File: config.mk
export PLATFORM = sky130hd
export DESIGN_NAME = inst_fetch_buffer
export DESIGN_NICKNAME = d
export VERILOG_FILES = /design/src/rtl/inst_fetch_buffer.sv
export SDC_FILE = /design/constraint.sdc
export NUM_CORES = 1
export LEC_CHECK = 0
export CAP_MARGIN = 25
export CORE_MARGIN = 8
export CORE_UTILIZATION = 50
export DETAILED_ROUTE_END_ITERATION = 7
export DONT_BUFFER_PORTS = 1
export HOLD_SLACK_MARGIN = 0.05
export SYNTH_ARGS = -nofsm -noshare
export SYNTH_HDL_FRONTEND = slang
export SYNTH_SLANG_ARGS = --single-unit
File: constraint.sdc
create_clock -name clock -period 9.1 [get_ports clock]
set_input_delay 0.91 -clock clock [delete_from_list [all_inputs] [get_ports clock]]
set_output_delay 0.91 -clock clock [all_outputs]
set_load 0.01 [all_outputs]
File: src/rtl/inst_fetch_buffer.sv
// Instruction fetch buffer: a circular FIFO that splits 2-slot fetch packets into single instructions.
// Optional same-cycle bypass when empty is enabled by defining INST_FETCH_BUFFER_BYPASS_EN.
module inst_fetch_buffer #(
    parameter int DEPTH = 4
) (
    input  logic        clock,
    input  logic        reset,
    input  logic        io_imem_valid,
    output logic        io_imem_ready,
    input  logic [31:0] io_imem_bits_pc,
    input  logic [63:0] io_imem_bits_data,
    input  logic [1:0]  io_imem_bits_mask,
    input  logic        io_imem_bits_xcpt,
    output logic        io_inst_valid,
    input  logic        io_inst_ready,
    output logic [31:0] io_inst_bits_raw,
    output logic [31:0] io_inst_bits_pc,
    output logic        io_inst_bits_xcpt,
    input  logic        io_kill
);

    localparam int PW = $clog2(DEPTH);
    localparam int CW = PW + 1;

    logic [31:0]      raw_mem [DEPTH];
    logic [31:0]      pc_mem  [DEPTH];
    logic [DEPTH-1:0] xcpt_mem;

    logic [PW-1:0] rd_ptr;
    logic [PW-1:0] wr_ptr;
    logic [CW-1:0] count;

    logic          enq;
    logic          deq;
    logic          fifo_deq;
    logic          byp;
    logic          skip0;
    logic          skip1;
    logic          wr0;
    logic          wr1;
    logic [PW-1:0] wr_idx1;
    logic [1:0]    written;

    // Two free entries are always reserved so a full packet can be taken without back-pressure from the consumer.
    assign io_imem_ready = (count <= CW'(DEPTH - 2)) && !io_kill && !reset;
    assign enq           = io_imem_valid && io_imem_ready;

`ifdef INST_FETCH_BUFFER_BYPASS_EN
    assign byp   = (count == '0) && io_imem_valid && (io_imem_bits_mask != 2'b00) && !io_kill && !reset;
    // The slot handed straight to the consumer must not also be stored.
    assign skip0 = byp && io_inst_ready && io_imem_bits_mask[0];
    assign skip1 = byp && io_inst_ready && !io_imem_bits_mask[0];

    always_comb begin
        io_inst_valid     = (count != '0) && !io_kill && !reset;
        io_inst_bits_raw  = raw_mem[rd_ptr];
        io_inst_bits_pc   = pc_mem[rd_ptr];
        io_inst_bits_xcpt = xcpt_mem[rd_ptr];
        if (byp) begin
            io_inst_valid     = 1'b1;
            io_inst_bits_xcpt = io_imem_bits_xcpt;
            if (io_imem_bits_mask[0]) begin
                io_inst_bits_raw = io_imem_bits_data[31:0];
                io_inst_bits_pc  = io_imem_bits_pc;
            end else begin
                io_inst_bits_raw = io_imem_bits_data[63:32];
                io_inst_bits_pc  = io_imem_bits_pc + 32'd4;
            end
        end
    end
`else
    assign byp   = 1'b0;
    assign skip0 = 1'b0;
    assign skip1 = 1'b0;

    always_comb begin
        io_inst_valid     = (count != '0) && !io_kill && !reset;
        io_inst_bits_raw  = raw_mem[rd_ptr];
        io_inst_bits_pc   = pc_mem[rd_ptr];
        io_inst_bits_xcpt = xcpt_mem[rd_ptr];
    end
`endif

    assign deq      = io_inst_valid && io_inst_ready;
    assign fifo_deq = deq && !byp;

    assign wr0     = enq && io_imem_bits_mask[0] && !skip0;
    assign wr1     = enq && io_imem_bits_mask[1] && !skip1;
    assign wr_idx1 = wr0 ? (wr_ptr + PW'(1)) : wr_ptr;
    assign written = {1'b0, wr0} + {1'b0, wr1};

    always_ff @(posedge clock) begin
        if (wr0) begin
            raw_mem[wr_ptr]  <= io_imem_bits_data[31:0];
            pc_mem[wr_ptr]   <= io_imem_bits_pc;
            xcpt_mem[wr_ptr] <= io_imem_bits_xcpt;
        end
        if (wr1) begin
            raw_mem[wr_idx1]  <= io_imem_bits_data[63:32];
            pc_mem[wr_idx1]   <= io_imem_bits_pc + 32'd4;
            xcpt_mem[wr_idx1] <= io_imem_bits_xcpt;
        end
    end

    always_ff @(posedge clock) begin
        if (reset) begin
            rd_ptr <= '0;
            wr_ptr <= '0;
            count  <= '0;
        end else if (io_kill) begin
            rd_ptr <= wr_ptr;
            count  <= '0;
        end else begin
            wr_ptr <= wr_ptr + PW'(written);
            rd_ptr <= rd_ptr + PW'(fifo_deq);
            count  <= count + CW'(written) - CW'(fifo_deq);
        end
    end

endmodule

==> results of run 1 <==
[power groups by stage]
| stage | sequential [mW] | combinational, mW | clock (mW) |
|---|---|---|---|
| after floorplan | 1.40 | 0.135 | 0 |
| final | 1.37 | 0.146 | 1.28 |
| after detailed placement | 1.40 | 0.148 | 0 |
| after global placement | 1.40 | 0.145 | 0 |
| after global routing | 1.38 | 0.162 | 1.33 |
| after CTS | 1.37 | 0.148 | 1.29 |
[cell type report]
class                      instances  area [um2]
tap                              346       432.9
multi-input combinational        802        5401
fill                            2313       12440
inverter                          12       47.55
clock inverter                    21       252.7
clock buffer                      35       790.8
sequential                       267        7915
timing repair buffer              17       200.2
[cells in the mapped netlist, drive strengths merged (4+ instances only)]
| master | number |
|---|---|
| nor3 | 18 |
| ha | 11 |
| a21oi | 4 |
| nand2 | 446 |
| mux2 | 4 |
| nand4 | 25 |
| buf | 62 |
| xnor2 | 87 |
| dfxtp | 11 |
| nor4 | 11 |
| nand3 | 28 |
| inv | 12 |
| nor2 | 29 |
| mux4 | 65 |
| xor2 | 33 |
| and3 | 5 |
| clkbuf | 33 |
| edfxtp | 256 |
[path summary, 6_finish.rpt]
path | startpoint | end | slack [ns]
max | rd_ptr[0]$_SDFF_PP0_ | io_inst_bits_pc[13] | 5.43
min | reset | rd_ptr[1]$_SDFF_PP0_ | 0.43
max reg2reg | wr_ptr[0]$_SDFFE_PP0N_ | xcpt_mem[0]$_DFF_P_ | 5.55
min reg2reg | xcpt_mem[3]$_DFF_P_ | xcpt_mem[3]$_DFF_P_ | 0.48
[stage by stage]
stage | setup slack [ns] | std cells | hold slack (ns) | instance area, um2
after global routing | 5.155 | 1500 | 0.4148 | 15040
final | 5.431 | 1500 | 0.4309 | 15040
after global placement | 5.270 | 1440 | 0.4623 | 13890
after floorplan | 5.209 | 1176 | 0.4516 | 13800
after detailed placement | 5.224 | 1443 | 0.4662 | 13970
after CTS | 5.251 | 1499 | 0.4064 | 15010
[registers in the layout, summed over array words and instances (netlist names)]
register	flops
pc_mem	128
count	3
rd_ptr	2
raw_mem	128
wr_ptr	2
xcpt_mem	4
[routing by layer]
layer / global-route usage [%] / share of wire [%]
met1: 26.35 / 40
met2: 35.81 / 49
met3: 5.210 / 8.1
met4: 6.986 / 2.8
met5: 0 / 0
[cell families (layout without fill, tap and decap cells)]
group	Yosys count	count (layout)	share of synthesized area (%)
xor+xnor	120	120	7.617
mux	69	69	10.94
fa+ha+maj	12	12	1.143
flops	267	267	57.31
buf+inv	107	85	3.790
simple gates	582	582	17.64
compound gates	19	19	1.569
==> run_results.csv, run 1 <==
group,metric,value,unit
status,status,"completed",
cts,ctsHtreeMaxLevel,1,
setup_path,path_buf_inv,1,
finish,diodes,0,
setup_path,worst_path_largest_cell_delay,0.76,ns
cts,clock_latency,0.56,ns
grt,grt_pass1_wl,53.87,mm
cts,cts_buffer_depth,3,
setup_path,critPathKind,"register to output pin",
power,clockPowerShare,45.7,%
finish,drive_above_1_share,13.26,%
cts,clkSinkCount,267,
routing,drc,0,
cts,cts_setup_buffers,0,
setup_path,end_kind,"output pin",
logic_synthesis,synth.distinct_cells,45,
routing,vias,8663,
logic_synthesis,synth_edf_count,256,
grt,first_global_vias,8894,
floorplanning,io_pins,171,
logic_synthesis,synth_top_area_share,55.71,%
timing,finalHoldViolCount,0,
routing,dr.pass1.iters,5,
placed_design,gp_congestion,0.7908,
power,p_leak,5.223,nW
floorplanning,row_count,61,
power,pwr-share-comb,5.2,%
setup_path,crit_family,"flip-flops",
cts,cts_tree,"built",
cts,clkSlewWorstSetupHoldPaths,0.06,ns
grt,grt_overflow_total,0,
finish,final_util,54.74,%
grt,grt_use_total,21.16,%
logic_synthesis,avgSynthCellArea,11.73,um2
logic_synthesis,synth_ff_type,"edfxtp_1",
setup_path,crit_fanout,37,
routing,vias_per_cell,5.775,
finish,final_cell_mix,"nand2_1 (446), edfxtp_1 (256), xnor2_1 (87)",
placed_design,dpl.hpwl,20.57,mm
power,power.density,186.0,nW/um2
floorplanning,dieArea,33170,um2
power,total_power,2.798,mW
routing,drtIter0Drc,541,
timing,drv_slew,0,
logic_synthesis,syn-num-nets,1292,
job,drv_cap,0,
power,swShare,20.72,%
finish,fin_nets,1246,
cts,cts_hold_buf,0,
cts,cts_resized,0,
logic_synthesis,synth-seq-cells,267,
finish,area_delta_synth_final,9.005,%
timing,maxSlewHeadroom,32.05,%
setup_path,cp-start-kind,"register",
logic_synthesis,synthCells,1176,
floorplanning,die_w,182.1,um
setup_path,r2r_cells,7,
grt,grt_max_degree,66,
floorplanning,die_h,182.1,um
power,seq_power_share,49.1,%
logic_synthesis,yosysSeqAreaShare,57.31,%
timing,min_period_over_period,40.31,%
timing,fmax,0.2726,GHz
logic_synthesis,synth_top_cell_by_area,"edfxtp_1",
power,p_int,2.218,mW
worst_hold_path,hold_path.class,"input pin to register",
placed_design,io_buffer_count,0,
setup_path,critical_path.slowest_cell,"dfxtp_4",
floorplanning,core_area,27480,um2
timing,rsz0062_at_grt,"false",
timing,finalClockSkew,0.02023,ns
routing,ant_nets,0,
logic_synthesis,async_reset_ff_share,0,%
setup_path,path_cells,"buf_4, mux4_2",
cts,root_buffer,"clkbuf_16",
timing,tightest_slew,1.019,ns
worst_hold_path,hold_depth,1,
cts,cts_buffers,30,
finish,layout_commonest_cell,"nand2_1",
routing,wirelength,35.00,mm
logic_synthesis,ys_warn_count,0,
setup_path,arrival,2.76,ns
setup_path,cp_num_cells,2,
timing,finalSetupTns,0,ns
logic_synthesis,synth.cell_area,13800,um2
floorplanning,start_util,50.22,%
logic_synthesis,ys_top_cells_by_area,"edfxtp_1 (56%), nand2_1 (12%), mux4_2 (11%), xnor2_1 (5.5%), xor2_1 (2.1%)",
power,p_sw,0.5797,mW
power,vdd_ir_drop_max,0.1335,mV
timing,period_needed,3.669,ns
setup_path,crit_required,8.19,ns
grt,antenna_found_initial,0,
timing,finalSetupViolations,0,
routing,detail_route.wl_per_cell,23.33,um
No activity file was read; power rests on OpenSTA's default activity.
==> inputs of run 2 (changes only) <==
--- a/config.mk
+++ b/config.mk
@@ -11,6 +11,7 @@
 export DETAILED_ROUTE_END_ITERATION = 7
 export DONT_BUFFER_PORTS = 1
 export HOLD_SLACK_MARGIN = 0.05
+export PLACE_DENSITY = 0.68
 export SYNTH_ARGS = -nofsm -noshare
 export SYNTH_HDL_FRONTEND = slang
 export SYNTH_SLANG_ARGS = --single-unit
==> constraint.sdc (replaced) <==
create_clock -name clock -period 3 [get_ports clock]
set_input_delay 0.3 -clock clock [delete_from_list [all_inputs] [get_ports clock]]
set_output_delay 0.3 -clock clock [all_outputs]
set_load 0.01 [all_outputs]
==> run_results.csv, run 2 (synthesis gave the netlist of run 1 again) <==
group,metric,value,unit
power,power.density,498.6,nW/um2
grt,use_met2,38.77,%
floorplanning,die_h,182.1,um
routing,vias_per_cell,5.812,
power,vdd_ir_drop_max,0.4180,mV
timing,fmax,0.3515,GHz
setup_path,r2r_end,"raw_mem[3][20]$_DFFE_PP_",
power,total_power,8.223,mW
setup_path,crit_required,3.28,ns
grt,grt_use_total,22.57,%
grt,grt_overflow_total,0,
finish,final_cell_mix,"nand2_1 (446), edfxtp_1 (256), dlygate4sd3_1 (130)",
cts,clock_latency,0.55,ns
floorplanning,row_count,61,
timing,finalClockSkew,0.01561,ns
timing,period_needed,2.845,ns
grt,top_usage_layer,"met2",
status,status,"completed",
timing,maxSlewHeadroom,53.42,%
timing,finalHoldViolCount,0,
timing,rsz0062_at_grt,"false",
routing,drc,0,
cts,root_buffer,"clkbuf_16",
grt,use_met1,27.34,%
timing,finalSetupViolations,0,
routing,wirelength,37.57,mm
grt,met3_usage,6.244,%
finish,area_delta_synth_final,19.51,%
floorplanning,dieArea,33170,um2
routing,vias,9624,
placed_design,gp_congestion,0.8137,
placed_design,io_buffer_count,0,
job,drv_cap,0,
grt,grt_max_degree,53,
setup_path,critPathKind,"register to register",
grt,first_global_vias,9968,
finish,layout_commonest_cell,"nand2_1",
floorplanning,start_util,50.22,%
setup_path,r2r_slack,0.15,ns
worst_hold_path,hold_path.class,"input pin to register",
setup_path,rr_startpoint,"wr_ptr[1]$_SDFFE_PP0N_",
setup_path,end_kind,"register",
worst_hold_path,hold_depth,2,
setup_path,r2r_cells,8,
floorplanning,core_area,27480,um2
cts,clkSlewWorstSetupHoldPaths,0.06,ns
setup_path,crit_fanout,24,
cts,clkSinkCount,267,
timing,tightest_slew,0.6924,ns
routing,dr.pass1.iters,8,
worst_hold_path,holdPathEnd,"pc_mem[2][13]$_DFFE_PP_",
floorplanning,die_w,182.1,um
finish,drive_above_1_share,13.54,%
cts,cts_buffer_depth,3,
floorplanning,io_pins,171,
cts,cts_buffers,29,
setup_path,cp-start-kind,"register",
cts,ctsHtreeMaxLevel,1,
routing,detail_route.wl_per_cell,22.69,um
timing,finalSetupTns,0,ns
grt,grt_pass1_wl,58.13,mm
worst_hold_path,hold_path_startpoint,"io_imem_bits_pc[13]",
timing,min_period_over_period,94.84,%
placed_design,dpl.hpwl,22.93,mm
finish,reg_top3,"pc_mem: 128 flops, raw_mem: 128 flops, xcpt_mem: 4 flops",
cts,cts_tree,"built",
routing,drtIter0Drc,768,
timing,hold-worst-slack,0.08801,ns
routing,ant_nets,0,
finish,fin_nets,1402,
power,p_leak,5.855,nW
grt,antenna_found_initial,2,
timing,fin_ws,0.1549,ns
timing,drv_slew,0,
placed_design,pre_cts_ws,0.2248,ns
setup_path,arrival,3.12,ns
-- run 2: cell types whose count changed in the layout (fill, tap and decap cells not counted), sizes merged --
cell | previous run | this run
dlygate4sd3 | 0 | 130
buf | 17 | 44
bufinv | 6 | 2
diode | 0 | 3
clkinvlp | 2 | 1
inv | 12 | 13
-- run 2: worst max-delay path by stage --
stage	start	end	slack, ns	cells past startpoint
2_1_floorplan	wr_ptr[0]$_SDFFE_PP0N_	pc_mem[1][0]$_DFFE_PP_	-0.01	8
3_3_place_gp	count[0]$_SDFF_PP0_	count[2]$_SDFF_PP0_	0.29	13
3_5_place_dp	count[0]$_SDFF_PP0_	count[2]$_SDFF_PP0_	0.22	13
4_1_cts	count[0]$_SDFF_PP0_	raw_mem[0][19]$_DFFE_PP_	0.08	8
5_1_grt	wr_ptr[0]$_SDFFE_PP0N_	raw_mem[3][20]$_DFFE_PP_	0.008	8
6_report	wr_ptr[1]$_SDFFE_PP0N_	raw_mem[3][20]$_DFFE_PP_	0.15	8
-- run 2: power breakdown --
| group | switching, mW | internal [mW] |
|---|---|---|
| sequential | 0.0242 | 4.15 |
| combinational | 0.359 | 0.322 |
| clock | 1.43 | 1.94 |
| total | 1.81 | 6.41 |
-- run 2: area by class of cell --
| class | instances | area (um2) |
|---|---|---|
| Fill cell | 2122 | 10990 |
| Sequential cell | 267 | 7915 |
| Multi-Input combinational cell | 802 | 5409 |
| Timing Repair Buffer | 174 | 1785 |
| Clock buffer | 35 | 748.2 |
| Tap cell | 346 | 432.9 |
| Clock inverter | 17 | 141.4 |
| Inverter | 12 | 51.30 |
| Antenna cell | 3 | 7.507 |
-- run 2: critical path, stage by stage (launching register included) --
cell and delay, ns:
dfxtp_1 0.33, inv_1 0.08, ha_1 0.33, nand3b_1 0.16
a211o_2 0.62, buf_4 0.35, nand2_1 0.10, nand2_1 0.06
dlygate4sd3_1 0.56
-- run 2: repair_timing --
item / CTS / global route
hold buffers: 130 / 0
setup buffers: 0 / 4
setup endpoints to repair: 0 / 11
gates resized for setup: 0 / 2
hold endpoints to repair: 263 / 0
-- run 2: routing by layer --
metal	share of wire, %	up-vias
li1	-	4335
met1	38	4723
met2	49	481
met3	10	83
met4	2.7	2
met5	0.021	-
-- run 2: through the flow --
step	std cells	util (%)	cell area, um2
after global routing	1654	60.00	16490
after detailed placement	1467	51.82	14240
final	1656	60.02	16490
after floorplan	1176	-	13810
after CTS	1649	59.80	16430
after global placement	1467	51.82	14240
